**src/rtl/cp0_regfile_pkg.sv**
```systemverilog
// cp0_defs: shared CP0 definitions.
// Holds the CP0 register numbers, the ExcCode values and the except_type
// encodings used by the exception decoder. It also holds the Status/Cause bit
// positions and a helper that maps an except_type to its ExcCode.
package cp0_defs;

  // CP0 register numbers
  localparam logic [4:0] CP0_BADVADDR = 5'd8;
  localparam logic [4:0] CP0_COUNT    = 5'd9;
  localparam logic [4:0] CP0_COMPARE  = 5'd11;
  localparam logic [4:0] CP0_STATUS   = 5'd12;
  localparam logic [4:0] CP0_CAUSE    = 5'd13;
  localparam logic [4:0] CP0_EPC      = 5'd14;
  localparam logic [4:0] CP0_PRID     = 5'd15;

  // Cause.ExcCode values
  localparam logic [4:0] EXC_INT  = 5'h00;
  localparam logic [4:0] EXC_ADEL = 5'h04;
  localparam logic [4:0] EXC_ADES = 5'h05;
  localparam logic [4:0] EXC_SYS  = 5'h08;
  localparam logic [4:0] EXC_BP   = 5'h09;
  localparam logic [4:0] EXC_RI   = 5'h0a;
  localparam logic [4:0] EXC_OV   = 5'h0c;

  // except_type encodings produced by the MEM-stage exception decoder
  localparam logic [31:0] ET_INT  = 32'h0000_0001;
  localparam logic [31:0] ET_ADEL = 32'h0000_0004;
  localparam logic [31:0] ET_ADES = 32'h0000_0005;
  localparam logic [31:0] ET_SYS  = 32'h0000_0008;
  localparam logic [31:0] ET_BP   = 32'h0000_0009;
  localparam logic [31:0] ET_RI   = 32'h0000_000a;
  localparam logic [31:0] ET_OV   = 32'h0000_000c;
  localparam logic [31:0] ET_ERET = 32'h0000_000e;

  // Status / Cause bit positions
  localparam int unsigned STATUS_IE    = 0;
  localparam int unsigned STATUS_EXL   = 1;
  localparam int unsigned STATUS_IM_LO = 8;
  localparam int unsigned STATUS_BEV   = 22;
  localparam int unsigned CAUSE_EXC_LO = 2;
  localparam int unsigned CAUSE_IP_LO  = 8;
  localparam int unsigned CAUSE_IP_HW  = 10;
  localparam int unsigned CAUSE_IP7    = 15;
  localparam int unsigned CAUSE_TI     = 30;
  localparam int unsigned CAUSE_BD     = 31;

  typedef struct packed {
    logic       valid;
    logic [4:0] code;
  } exc_map_t;

  // Map an except_type to its ExcCode. valid=0 covers none, ERET and unknown types.
  function automatic exc_map_t map_except(input logic [31:0] et);
    exc_map_t m;
    m.valid = 1'b1;
    m.code  = EXC_INT;
    case (et)
      ET_INT:  m.code = EXC_INT;
      ET_ADEL: m.code = EXC_ADEL;
      ET_ADES: m.code = EXC_ADES;
      ET_SYS:  m.code = EXC_SYS;
      ET_BP:   m.code = EXC_BP;
      ET_RI:   m.code = EXC_RI;
      ET_OV:   m.code = EXC_OV;
      default: m.valid = 1'b0;
    endcase
    return m;
  endfunction

endpackage

```
**src/rtl/cp0_regfile_timer.sv**
```systemverilog
// cp0_timer: the CP0 Count/Compare timer.
// Ports:
//   clk, rst        clock and synchronous active-high reset
//   count_we_i      load Count from wdata_i; restarts the tick phase
//   compare_we_i    load Compare from wdata_i; clears timer_int
//   wdata_i         write data
//   count_o         current Count value
//   compare_o       current Compare value
//   timer_int_o     sticky timer interrupt
module cp0_timer #(
  parameter bit COUNT_DIV2 = 1'b1
) (
  input  logic        clk,
  input  logic        rst,
  input  logic        count_we_i,
  input  logic        compare_we_i,
  input  logic [31:0] wdata_i,
  output logic [31:0] count_o,
  output logic [31:0] compare_o,
  output logic        timer_int_o
);

  logic [31:0] count_d, count_q;
  logic [31:0] compare_d, compare_q;
  logic        phase_d, phase_q;
  logic        tint_d, tint_q;
  logic        tick_s;
  logic [31:0] count_inc_s;

  // Next-state logic for Count, Compare, the tick phase and timer_int
  always_comb begin
    // In divide-by-2 mode Count advances on every cycle where phase was 1.
    tick_s      = COUNT_DIV2 ? phase_q : 1'b1;
    count_inc_s = count_q + 32'd1;
    count_d     = count_q;
    compare_d   = compare_q;
    phase_d     = ~phase_q;
    tint_d      = tint_q;
    if (count_we_i) begin
      // A software load replaces this edge's increment.
      count_d = wdata_i;
      phase_d = 1'b0;
    end else if (tick_s) begin
      count_d = count_inc_s;
      if (count_inc_s == compare_q) begin
        tint_d = 1'b1;
      end else begin
        tint_d = tint_q;
      end
    end else begin
      count_d = count_q;
    end
    // Writing Compare acknowledges the timer interrupt. This clear wins over
    // a match on the same edge.
    if (compare_we_i) begin
      compare_d = wdata_i;
      tint_d    = 1'b0;
    end else begin
      compare_d = compare_q;
    end
  end

  // Timer state registers with synchronous reset
  always_ff @(posedge clk) begin
    if (rst) begin
      count_q   <= 32'd0;
      compare_q <= 32'd0;
      phase_q   <= 1'b0;
      tint_q    <= 1'b0;
    end else begin
      count_q   <= count_d;
      compare_q <= compare_d;
      phase_q   <= phase_d;
      tint_q    <= tint_d;
    end
  end

  assign count_o     = count_q;
  assign compare_o   = compare_q;
  assign timer_int_o = tint_q;

endmodule

```
**src/rtl/cp0_regfile.sv**
```systemverilog
// cp0_regfile: MIPS coprocessor-0 register file.
// It records exception state and clears EXL on ERET. It serves MTC0 writes
// and MFC0 reads, runs the Count/Compare timer through cp0_timer, and exposes
// Status, Cause and EPC back to the exception decoder.
// Ports:
//   clk, rst                        clock and synchronous active-high reset
//   we_i/waddr_i/wdata_i            MTC0 write port
//   raddr_i/rdata_o                 MFC0 read port; rdata_o is combinational from state
//   ext_int_i                       level-sensitive hardware interrupt lines
//   except_type_i, current_pc_i,
//   is_in_delayslot_i, bad_addr_i   exception event from the MEM stage
//   status_o ... compare_o          current register values
//   timer_int_o                     timer interrupt pending
module cp0_regfile
  import cp0_defs::*;
#(
  parameter logic [31:0] PRID_VALUE = 32'h00004220,
  parameter bit          COUNT_DIV2 = 1'b1
) (
  input  logic        clk,
  input  logic        rst,
  input  logic        we_i,
  input  logic [4:0]  waddr_i,
  input  logic [31:0] wdata_i,
  input  logic [4:0]  raddr_i,
  output logic [31:0] rdata_o,
  input  logic [5:0]  ext_int_i,
  input  logic [31:0] except_type_i,
  input  logic [31:0] current_pc_i,
  input  logic        is_in_delayslot_i,
  input  logic [31:0] bad_addr_i,
  output logic [31:0] status_o,
  output logic [31:0] cause_o,
  output logic [31:0] epc_o,
  output logic [31:0] badvaddr_o,
  output logic [31:0] count_o,
  output logic [31:0] compare_o,
  output logic        timer_int_o
);

  logic [7:0]  im_d, im_q;
  logic        exl_d, exl_q;
  logic        ie_d, ie_q;
  logic        bd_d, bd_q;
  logic [4:0]  exccode_d, exccode_q;
  logic [5:0]  ip_hw_d, ip_hw_q;
  logic [1:0]  ip_sw_d, ip_sw_q;
  logic [31:0] epc_d, epc_q;
  logic [31:0] badvaddr_d, badvaddr_q;
  exc_map_t    emap_s;
  logic        is_eret_s;
  logic        mtc0_en_s;
  logic        count_we_s, compare_we_s;
  logic        timer_int_s;

  // Exception/ERET decode, and MTC0 gating, which loses to any exception event
  always_comb begin
    emap_s       = map_except(except_type_i);
    is_eret_s    = (except_type_i == ET_ERET);
    mtc0_en_s    = we_i & ~(emap_s.valid | is_eret_s);
    count_we_s   = mtc0_en_s & (waddr_i == CP0_COUNT);
    compare_we_s = mtc0_en_s & (waddr_i == CP0_COMPARE);
  end

  // Next-state logic for Status, Cause, EPC and BadVAddr
  always_comb begin
    im_d       = im_q;
    exl_d      = exl_q;
    ie_d       = ie_q;
    bd_d       = bd_q;
    exccode_d  = exccode_q;
    ip_sw_d    = ip_sw_q;
    epc_d      = epc_q;
    badvaddr_d = badvaddr_q;
    ip_hw_d    = ext_int_i;
    if (emap_s.valid) begin
      exccode_d = emap_s.code;
      exl_d     = 1'b1;
      // A nested exception keeps the original return point.
      if (!exl_q) begin
        epc_d = is_in_delayslot_i ? (current_pc_i - 32'd4) : current_pc_i;
        bd_d  = is_in_delayslot_i;
      end else begin
        epc_d = epc_q;
        bd_d  = bd_q;
      end
      if ((except_type_i == ET_ADEL) || (except_type_i == ET_ADES)) begin
        badvaddr_d = bad_addr_i;
      end else begin
        badvaddr_d = badvaddr_q;
      end
    end else if (is_eret_s) begin
      exl_d = 1'b0;
    end else if (mtc0_en_s) begin
      case (waddr_i)
        CP0_STATUS: begin
          im_d  = wdata_i[STATUS_IM_LO +: 8];
          exl_d = wdata_i[STATUS_EXL];
          ie_d  = wdata_i[STATUS_IE];
        end
        CP0_CAUSE: ip_sw_d = wdata_i[CAUSE_IP_LO +: 2];
        CP0_EPC:   epc_d   = wdata_i;
        default:   ip_sw_d = ip_sw_q;
      endcase
    end else begin
      im_d = im_q;
    end
  end

  // CP0 state registers with synchronous reset
  always_ff @(posedge clk) begin
    if (rst) begin
      im_q       <= 8'd0;
      exl_q      <= 1'b0;
      ie_q       <= 1'b0;
      bd_q       <= 1'b0;
      exccode_q  <= 5'd0;
      ip_hw_q    <= 6'd0;
      ip_sw_q    <= 2'd0;
      epc_q      <= 32'd0;
      badvaddr_q <= 32'd0;
    end else begin
      im_q       <= im_d;
      exl_q      <= exl_d;
      ie_q       <= ie_d;
      bd_q       <= bd_d;
      exccode_q  <= exccode_d;
      ip_hw_q    <= ip_hw_d;
      ip_sw_q    <= ip_sw_d;
      epc_q      <= epc_d;
      badvaddr_q <= badvaddr_d;
    end
  end

  cp0_timer #(.COUNT_DIV2(COUNT_DIV2)) u_timer (
    .clk          (clk),
    .rst          (rst),
    .count_we_i   (count_we_s),
    .compare_we_i (compare_we_s),
    .wdata_i      (wdata_i),
    .count_o      (count_o),
    .compare_o    (compare_o),
    .timer_int_o  (timer_int_s)
  );

  // Assemble the architectural Status/Cause views from the stored fields
  always_comb begin
    status_o                       = 32'd0;
    status_o[STATUS_BEV]           = 1'b1;
    status_o[STATUS_IM_LO +: 8]    = im_q;
    status_o[STATUS_EXL]           = exl_q;
    status_o[STATUS_IE]            = ie_q;
    cause_o                        = 32'd0;
    cause_o[CAUSE_BD]              = bd_q;
    cause_o[CAUSE_TI]              = timer_int_s;
    // IP7 is shared between hardware line 5 and the timer.
    cause_o[CAUSE_IP7]             = ip_hw_q[5] | timer_int_s;
    cause_o[CAUSE_IP_HW +: 5]      = ip_hw_q[4:0];
    cause_o[CAUSE_IP_LO +: 2]      = ip_sw_q;
    cause_o[CAUSE_EXC_LO +: 5]     = exccode_q;
  end

  // MFC0 read mux selecting the addressed CP0 register, zero for other numbers
  always_comb begin
    case (raddr_i)
      CP0_BADVADDR: rdata_o = badvaddr_q;
      CP0_COUNT:    rdata_o = count_o;
      CP0_COMPARE:  rdata_o = compare_o;
      CP0_STATUS:   rdata_o = status_o;
      CP0_CAUSE:    rdata_o = cause_o;
      CP0_EPC:      rdata_o = epc_q;
      CP0_PRID:     rdata_o = PRID_VALUE;
      default:      rdata_o = 32'd0;
    endcase
  end

  assign epc_o       = epc_q;
  assign badvaddr_o  = badvaddr_q;
  assign timer_int_o = timer_int_s;

endmodule

```
**config.mk**
```make
export PLATFORM = sky130hd
export DESIGN_NAME = cp0_regfile
export DESIGN_NICKNAME = d
export VERILOG_FILES = /design/src/rtl/cp0_regfile_pkg.sv /design/src/rtl/cp0_regfile_timer.sv /design/src/rtl/cp0_regfile.sv
export SDC_FILE = /design/constraint.sdc
export NUM_CORES = 1
export LEC_CHECK = 0
export CAP_MARGIN = 20
export CORE_MARGIN = 2
export CORE_UTILIZATION = 44
export DETAILED_ROUTE_END_ITERATION = 7
export PLACE_DENSITY_LB_ADDON = 0.25
export SLEW_MARGIN = 20
export SYNTH_ARGS = -nofsm -noshare
export SYNTH_HDL_FRONTEND = slang
export SYNTH_SLANG_ARGS = --single-unit
```
**constraint.sdc**
```tcl
create_clock -name clk -period 3.86 [get_ports clk]
set_input_delay 1.158 -clock clk [delete_from_list [all_inputs] [get_ports clk]]
set_output_delay 1.158 -clock clk [all_outputs]
set_load 0.05 [all_outputs]
```
==> key figures, run 1 <==
Global route
  • Number of global-route vias before repair: between 9000 and 10000
  • Wire length of the first global-routing pass: between 50 and 60 mm
  • Number of antenna violations at the first check in global routing: 1
  • Maximum number of pins on one net before global-route repair: 54
  • Aggregate global routing overflow: 0
  • Total Routing Usage GR: 0.333

Drt
  • Total wirelength of the detailed-routed design: 38.1 mm
  • Post-detailed-route DRC marker count: 0
  • Violation count after the first detailed-route iteration: about 950
  • Mean number of vias per cell: 5.62
  • Antenna-violating nets left: 0
  • Drt first pass iters: 5
  • Total number of vias: a little over 10000
  • Average detailed-routed wire length per instance: ~21 um

Power and ir drop
  • Total power per unit cell area: 280 mW/mm2
  • Maximum vdd ir drop: 0.000268 V
  • Sequential Power Share: 0.408
  • Switching power summed over all nets: about 1100 uW
  • Switching portion of total power: 0.270
  • LEAKAGE: ~0.0051 uW
  • Clock power frac: 0.437
  • Internal cell power: 2900 uW
  • Total power after layout: 3970 uW
  • Logic pwr share: 0.155

STA
  • Max Clk Rate: ~0.26 GHz
  • Total count of max-transition violations in the final report: 0
  • Post-layout min period: approximately 3.8 ns
  • Unrepaired setup endpoints after global routing: no
  • Transition time at the pin with the least slew margin: between 0.6 and 0.7 ns
  • Final hold violation count: 0
  • Final Worst Setup Slack: ~0.027 ns
  • Setup-violating endpoint count in the final report: 0
  • Final Cycle Share: 0.993
  • Max_slew headroom: 0.536
  • Final worst clock skew: 0.0147 ns

Logic synthesis
  • Area share of the largest cell type after synthesis: 0.331
  • Synthesized instance count: 1211
  • Cell area after synthesis: a little over 0.009 mm2
  • Mean instance size in the synthesized netlist: 7.64 um2
  • Cell taking the most area after synthesis: dfxtp_1
  • Sequential fraction of the synthesis area: 0.331
  • Number of unique standard cell types used by synthesis: between 60 and 70
  • Synth top cells by count: nand2_1, dfxtp_1, nor2_1, a21oi_1, clkbuf_1
  • Register bit count reported by yosys: ~150
  • Most common cell in the synthesized netlist: nand2_1
  • Biggest area contributors in the synthesized netlist: dfxtp_1, nand2_1, mux2i_1
  • Post-synth EDFFs: 0
  • YS warnings: 0
  • Top FF cell, synth: dfxtp_1
  • Ys async rst share: 0

Clocking
  • # clock sinks: approximately 150
  • Number of H-tree levels: 4
  • Clock input transition at the sequential cells of the worst setup and hold paths: around 0.060 ns
  • CTS Root Cell: clkbuf_16
  • TritonCTS clock tree: built
  • Clock tree buffer depth: 2
  • Worst skew pair latency: roughly 0.43 ns
  • CTS Buf Count: 17

Floorplanning
  • Number of top-level pins: 373
  • Die boundary height: approximately 150 um
  • Die boundary width: 149 um
  • Starting Density: 0.445
  • Die outline area: roughly 0.022 mm2
  • Site row count: 53
  • Core Area: between 0.02 and 0.025 mm2

Worst setup path
  • CP Max Fanout: 20
  • Critical path cell sequence: buf_2 -> buf_12 -> mux2i_1 -> buf_4 -> nor2_1 -> a221o_2 -> buf_12
  • Worst path required time: between 2 and 3 ns
  • Buffer and inverter count on the worst path: 4
  • CP Data Arrival Time: 2.68 ns
  • CP max stage cell: mux2i_1
  • Critical path class: input port to primary output
  • Most frequent cell on the critical path: buf_12
  • Critical path's largest stage delay: 0.34 ns
  • Kind of end point of the critical path: primary output
  • Critical path launch point type: input port
  • Family of cells with the greatest summed delay on the critical path: buffers and inverters

Status
  • Run status: complete, no violations

Placement
  • Pre-CTS setup slack: -0.335 ns
  • DPL Wire Length: between 20 and 30 mm
  • I/O Buffers: approximately 330
  • Final weighted congestion in routability-driven placement: ~1.0

Min path
  • Worst min path class: flop to flop

Cells and area
  • Synth-to-Final Area Change: 53.2%
  • Layout cells sized above 1: 0.122
  • Net count of the finished layout: 1693
  • Fill count: approximately 1800

Job
  • Max-cap violations: 0
-- per-stage QoR --
stage | setup TNS [ns] | cell area [um2] | std cells | utilization | hold WS [ns]
5_1_grt | 0 | 14200 | 1830 | 0.681 | 0.488
6_report | 0 | 14200 | 1830 | 0.681 | 0.468
3_5_place_dp | -7.68 | 13400 | 1792 | 0.646 | 0.463
4_1_cts | 0 | 14200 | 1829 | 0.681 | 0.470
2_1_floorplan | -0.117 | 9470 | 1249 | - | 0.467
3_3_place_gp | -6.24 | 13400 | 1792 | 0.646 | 0.455
-- placed cells by master, fill, tap and decap left out, types with 19 or more instances in the layout --
master / netlist / final
nand4_1: 20 / 20
xnor2_1: 52 / 52
nand3_1: 34 / 28
o21ai_0: 25 / 21
nand2_1: 224 / 222
o211ai_1: 26 / 26
a211oi_1: 34 / 34
conb_1: 2 / 40
nor4_1: 25 / 23
clkdlybuf4s50_1: 0 / 294
nor3_1: 23 / 22
a21oi_1: 102 / 102
a221o_1: 22 / 19
nor2_1: 106 / 102
buf_12: 0 / 42
xor2_1: 55 / 55
dfxtp_1: 153 / 153
mux2i_1: 57 / 55
buf_4: 49 / 67
-- what timing repair did --
item	CTS	global route
endpoints found under the setup margin	32	10
cloned	2	0
pin swaps	4	1
resized for setup	29	5
hold buffers	0	0
setup buffers	5	0
-- cells by family after synthesis --
kind of cell / Yosys count / share of synthesized area
AOI/OAI and AO/OA: 237 / 0.166
xor gates and xnor gates: 107 / 0.101
adders and majority gates: 2 / 0.00270
buffers and inverters: 151 / 0.0822
DFF: 153 / 0.331
muxes: 60 / 0.0653
other: 2 / 0.000811
and+or+nand+nor: 499 / 0.251
-- state kept, by name (all words and copies together), names as in the netlist, 2 cells and up --
register	count
im_q	8
ip_hw_q	6
u_timer.compare_o	32
epc_o	32
ip_sw_q	2
exccode_q	4
badvaddr_o	32
u_timer.count_o	32
-- metal layers --
metal / up-vias / wire length (um) / global-route usage
met1: 4893 / 15300 / 0.439
met3: 57 / 3670 / 0.0654
met5: - / 0 / 0
met4: 0 / 1010 / 0.109
met2: 517 / 18200 / 0.548
li1: 4812 / - / -
-- cell type report --
class	instances	area, um2	share of cell area
repair buffers	416	4420	0.312
diodes	1	2.50	0.000176
flip-flops and latches	153	3060	0.216
clock inverters	11	148	0.0104
clock buffers	19	453	0.0319
inverters	10	37.5	0.00265
multi-input cells	945	5710	0.403
well taps	275	344	0.0243
-- worst paths after layout --
path,start,slack (ns),cells past startpoint,to
setup / recovery,raddr_i[1],0.03,7,rdata_o[18]
hold / removal,epc_o[9],0.47,2,epc_o[9]
setup reg to reg,u_timer.count_o[15],1.00,7,u_timer.timer_int_o
hold reg to reg,epc_o[9],0.47,2,epc_o[9]
-- tightest hold or removal path, delay by kind of cell, from the launching register on --
| family | cells | cell delay (ns) |
|---|---|---|
| AND/OR/NAND/NOR | 1 | 0.06 |
| AO/OA/AOI/OAI | 1 | 0.05 |
| flip-flops | 1 | 0.32 |
-- power by group through the flow --
stage | sequential (uW) | combinational [uW] | clock, uW
2_1_floorplan | 1690 | 295 | 0
3_3_place_gp | 1660 | 597 | 0
3_5_place_dp | 1660 | 599 | 0
4_1_cts | 1620 | 609 | 1740
5_1_grt | 1620 | 644 | 1810
6_report | 1620 | 616 | 1740
No activity file was read; power rests on OpenSTA's default activity.
==> run 2: changes to the inputs <==
Settings changed: CORE_UTILIZATION 44 to 45, CTS_CLUSTER_SIZE from default to 8, RECOVER_POWER from default to 25, SYNTH_HIERARCHICAL from default to 1.
==> run 2 against run 1 <==
The flow now finishes with violations (max-capacitance violations, max-slew violations). Utilization up 0.63 points. Clock skew is 0.0043 ns lower. Highest routed layer is now met5. Area after synthesis is 3.3% higher. Cell count is 1.4% lower. Power increased by 2.4%. Clock power is 5% higher. Synthesized cell count fell by 1.8%.
==> key figures, run 2 <==
Logic synthesis
  • Post-synthesis simple-gate area fraction: 0.254 (+0.00261)
  • YS warnings: 6 (+6)
  • Register bit count reported by yosys: 153 (unchanged)
  • Cell taking the most area after synthesis: dfxtp_1
  • Area share of the largest cell type after synthesis: 0.320 (-0.0105)
  • Sequential fraction of the synthesis area: 0.320 (-0.0105)
  • Synthesized-area fraction occupied by ao, oa, aoi and oai cells: 0.133 (-0.0324)
  • Top FF cell, synth: dfxtp_1
  • Adder-cell share of the synthesized area: 0.00262 (-0.0000860)
  • Biggest area contributors in the synthesized netlist: dfxtp_1, mux2i_1, xnor2_1
  • Dominant combinational cell family by area after synthesis: simple AND/OR/NAND/NOR gates
  • Synthesized instance count: 1189 (-1.8%)
  • Xor/xnor cell area share of the yosys netlist: 0.0971 (-0.00413)
  • Synth top cells by count: dfxtp_1, nor2_1, nand2_1, mux2i_1, xnor2_1
  • Number of unique standard cell types used by synthesis: 74 (+16%)
  • Share of cell area taken by muxes after synthesis: 0.111 (+0.0453)
  • Cell area after synthesis: 0.00956 mm2 (+3.3%)
  • Mean instance size in the synthesized netlist: 8.04 um2 (+5.2%)
  • Most common cell in the synthesized netlist: dfxtp_1
  • Ys async rst share: 0 (unchanged)
  • Post-synth EDFFs: 0 (unchanged)

Worst setup path
  • CP max stage cell: a22oi_1
  • Buffer and inverter count on the worst path: 4 (unchanged)
  • Length in cells of the worst reg-to-reg path: 9 (+2)
  • CP Data Arrival Time: 2.68 ns (about the same)
  • Critical path launch point type: input port
  • Critical R2R Launch: u_timer/count_o[0]
  • Worst setup endpoint: rdata_o[9]
  • Worst r2r dst: u_timer/timer_int_o
  • Kind of end point of the critical path: primary output
  • Worst path depth: 8 (+1)
  • Register-to-register setup slack: 0.91 ns (-0.09 ns)
  • Critical path's largest stage delay: 0.33 ns (about the same)
  • Startpoint of the worst setup timing path: raddr_i[1]
  • Worst path required time: 2.70 ns (about the same)
  • Family of cells with the greatest summed delay on the critical path: buffers and inverters
  • Critical path class: input port to primary output
  • CP Max Fanout: 10 (-50%)
  • Critical path cell sequence: dlygate4sd2_1 -> buf_4 -> nand2_1 -> nor2_4 -> buf_6 -> a22oi_1 -> nand4_1 -> buf_12

Floorplanning
  • Site row count: 53 (unchanged)
  • Core Area: 0.0210 mm2 (+0.64%)
  • Starting Density: 0.456 (+0.0117)
  • Die boundary height: 150 um (+0.48%)
  • Die boundary width: 150 um (+0.48%)
  • Die outline area: 0.0224 mm2 (+0.96%)
  • Number of top-level pins: 373 (unchanged)

Drt
  • Average detailed-routed wire length per instance: 22.2 um (+6.4%)
  • Routed metal-1 wirelength: 15.8 mm (+3.7%)
  • Mean number of vias per cell: 5.85 (+4.1%)
  • Antenna-violating nets left: 0 (unchanged)
  • Routed length on met2: 19.0 mm (+4.5%)
  • WL met3: 3.85 mm (+5.0%)
  • Uppermost routed layer: met5
  • Violation count after the first detailed-route iteration: 1003 (+5.8%)
  • Total number of vias: 10546 (+2.6%)
  • Total wirelength of the detailed-routed design: 40.0 mm (+4.9%)
  • Drt first pass iters: 6 (+1)
  • Post-detailed-route DRC marker count: 0 (unchanged)

Global route
  • Number of global-route vias before repair: 9806 (+3.4%)
  • Number of antenna violations at the first check in global routing: 3 (+2)
  • Total Routing Usage GR: 0.347 (+0.0138)
  • Aggregate global routing overflow: 0 (unchanged)
  • Maximum number of pins on one net before global-route repair: 159 (+190%)
  • Wire length of the first global-routing pass: 58.7 mm (+3.9%)

Clocking
  • TritonCTS clock tree: built
  • CTS Buf Count: 17 (unchanged)
  • # clock sinks: 153 (unchanged)
  • Number of H-tree levels: 4 (unchanged)
  • Worst skew pair latency: 0.43 ns (about the same)
  • Quantity of hold-fixing buffers added after cts: 0 (unchanged)
  • Clock input transition at the sequential cells of the worst setup and hold paths: 0.06 ns (about the same)
  • Clock tree buffer depth: 2 (unchanged)
  • CTS Root Cell: clkbuf_16

STA
  • Hold WS: 0.474 ns (+0.00591 ns)
  • Max_slew headroom: -0.229 (-0.765)
  • Final TNS setup: 0 ns (unchanged)
  • Post-layout min period: 3.84 ns (+0.00393 ns)
  • Setup-violating endpoint count in the final report: 0 (unchanged)
  • Final worst clock skew: 0.0104 ns (-0.00431 ns)
  • Final hold violation count: 0 (unchanged)
  • Total count of max-transition violations in the final report: 159 (+159)
  • Transition time at the pin with the least slew margin: 1.84 ns (+1.15 ns)
  • Final Cycle Share: 0.994 (+0.00102)
  • Max Clk Rate: 0.261 GHz (-0.10%)

Cells and area
  • Design Area, Final: 0.0144 mm2 (+1.6%)
  • Leading cell types in the layout, fill and taps excluded: clkdlybuf4s50_1, dfxtp_1, nor2_1
  • Sequential cell area: 0.00306 mm2 (unchanged)
  • Most common library cell in the layout ignoring fill and taps: clkdlybuf4s50_1
  • Synth-to-Final Area Change: 50.6%
  • Net count of the finished layout: 1665 (-1.7%)
  • Layout cells sized above 1: 0.141 (+0.0193)
  • Non-filler instance count after layout: 1804 (-1.4%)
  • Area of the multi-input gates: 0.00609 mm2 (+6.7%)
  • Fill count: 1797 (+0.96%)

Power and ir drop
  • Total power per unit cell area: 283 mW/mm2 (+0.83%)
  • LEAKAGE: 0.00562 uW (+9.3%)
  • Maximum vdd ir drop: 0.000287 V (+7.4%)

Placement
  • Placed Instance Area: 0.0136 mm2 (+1.5%)
  • Final weighted congestion in routability-driven placement: 0.970 (-4.7%)
  • DPL Wire Length: 30.5 mm (+4.6%)
  • Number of placed cells counting well taps: 1765 (-1.5%)
  • I/O Buffers: 332 (unchanged)

Status
  • Violations in the final reports: max-capacitance violations, max-slew violations
  • Run status: finished with violations

Min path
  • Worst min path class: flop to flop

Job
  • Max-cap violations: 1 (+1)
## run 2: tightest hold or removal path, cell delays in order (launching register included)
cell	delay [ns]
dfxtp_1	0.32
nand2_1	0.06
a21oi_1	0.05
## run 2: through the flow
step / power (uW) / util / worst slack (ns)
2_1_floorplan: 1990 / - / -0.190
3_3_place_gp: 2250 / 0.651 / -0.715
3_5_place_dp: 2260 / 0.651 / -0.762
4_1_cts: 4060 / 0.684 / -0.150
5_1_grt: 4170 / 0.687 / -0.0167
6_report: 4070 / 0.687 / 0.0230
## run 2: cells by family after synthesis
kind of cell / Yosys count
and+or+nand+nor: 487
other: 2
adders and majority gates: 2
xor gates and xnor gates: 106
buffers and inverters: 146
muxes: 102
AOI/OAI and AO/OA: 191
DFF: 153
## run 2: worst min path at each step
stage / from / end / cells after the start
after floorplan: ie_q / ie_q / 2
after global placement: badvaddr_o[29] / badvaddr_o[29] / 2
after detailed placement: badvaddr_o[21] / badvaddr_o[21] / 2
after CTS: badvaddr_o[17] / badvaddr_o[17] / 2
after global routing: badvaddr_o[28] / badvaddr_o[28] / 2
final: badvaddr_o[9] / badvaddr_o[9] / 2
## run 2: routing by layer
metal | track usage | vias up
met2 | 0.566 | 598
met4 | 0.113 | 2
met5 | 0 | -
li1 | - | 4771
met3 | 0.0701 | 94
met1 | 0.461 | 5081
## run 2: cell type report
type | count | area share
multi-input cells | 928 | 0.423
repair buffers | 398 | 0.292
flip-flops and latches | 153 | 0.213
clock buffers | 19 | 0.0301
well taps | 275 | 0.0239
clock inverters | 11 | 0.0136
inverters | 17 | 0.00443
diodes | 3 | 0.000521
## run 2: power by group
| group | switching [uW] | total (uW) | internal, uW |
|---|---|---|---|
| Clock | 692 | 1830 | 1140 |
| Sequential | 19.2 | 1610 | 1590 |
| Combinational | 373 | 622 | 249 |
## run 2: timing repair
action,in CTS,in global routing
setup buffers,3,2
resized for setup,59,21
cloned,1,0
setup endpoints to repair,33,15
pin swaps,18,19
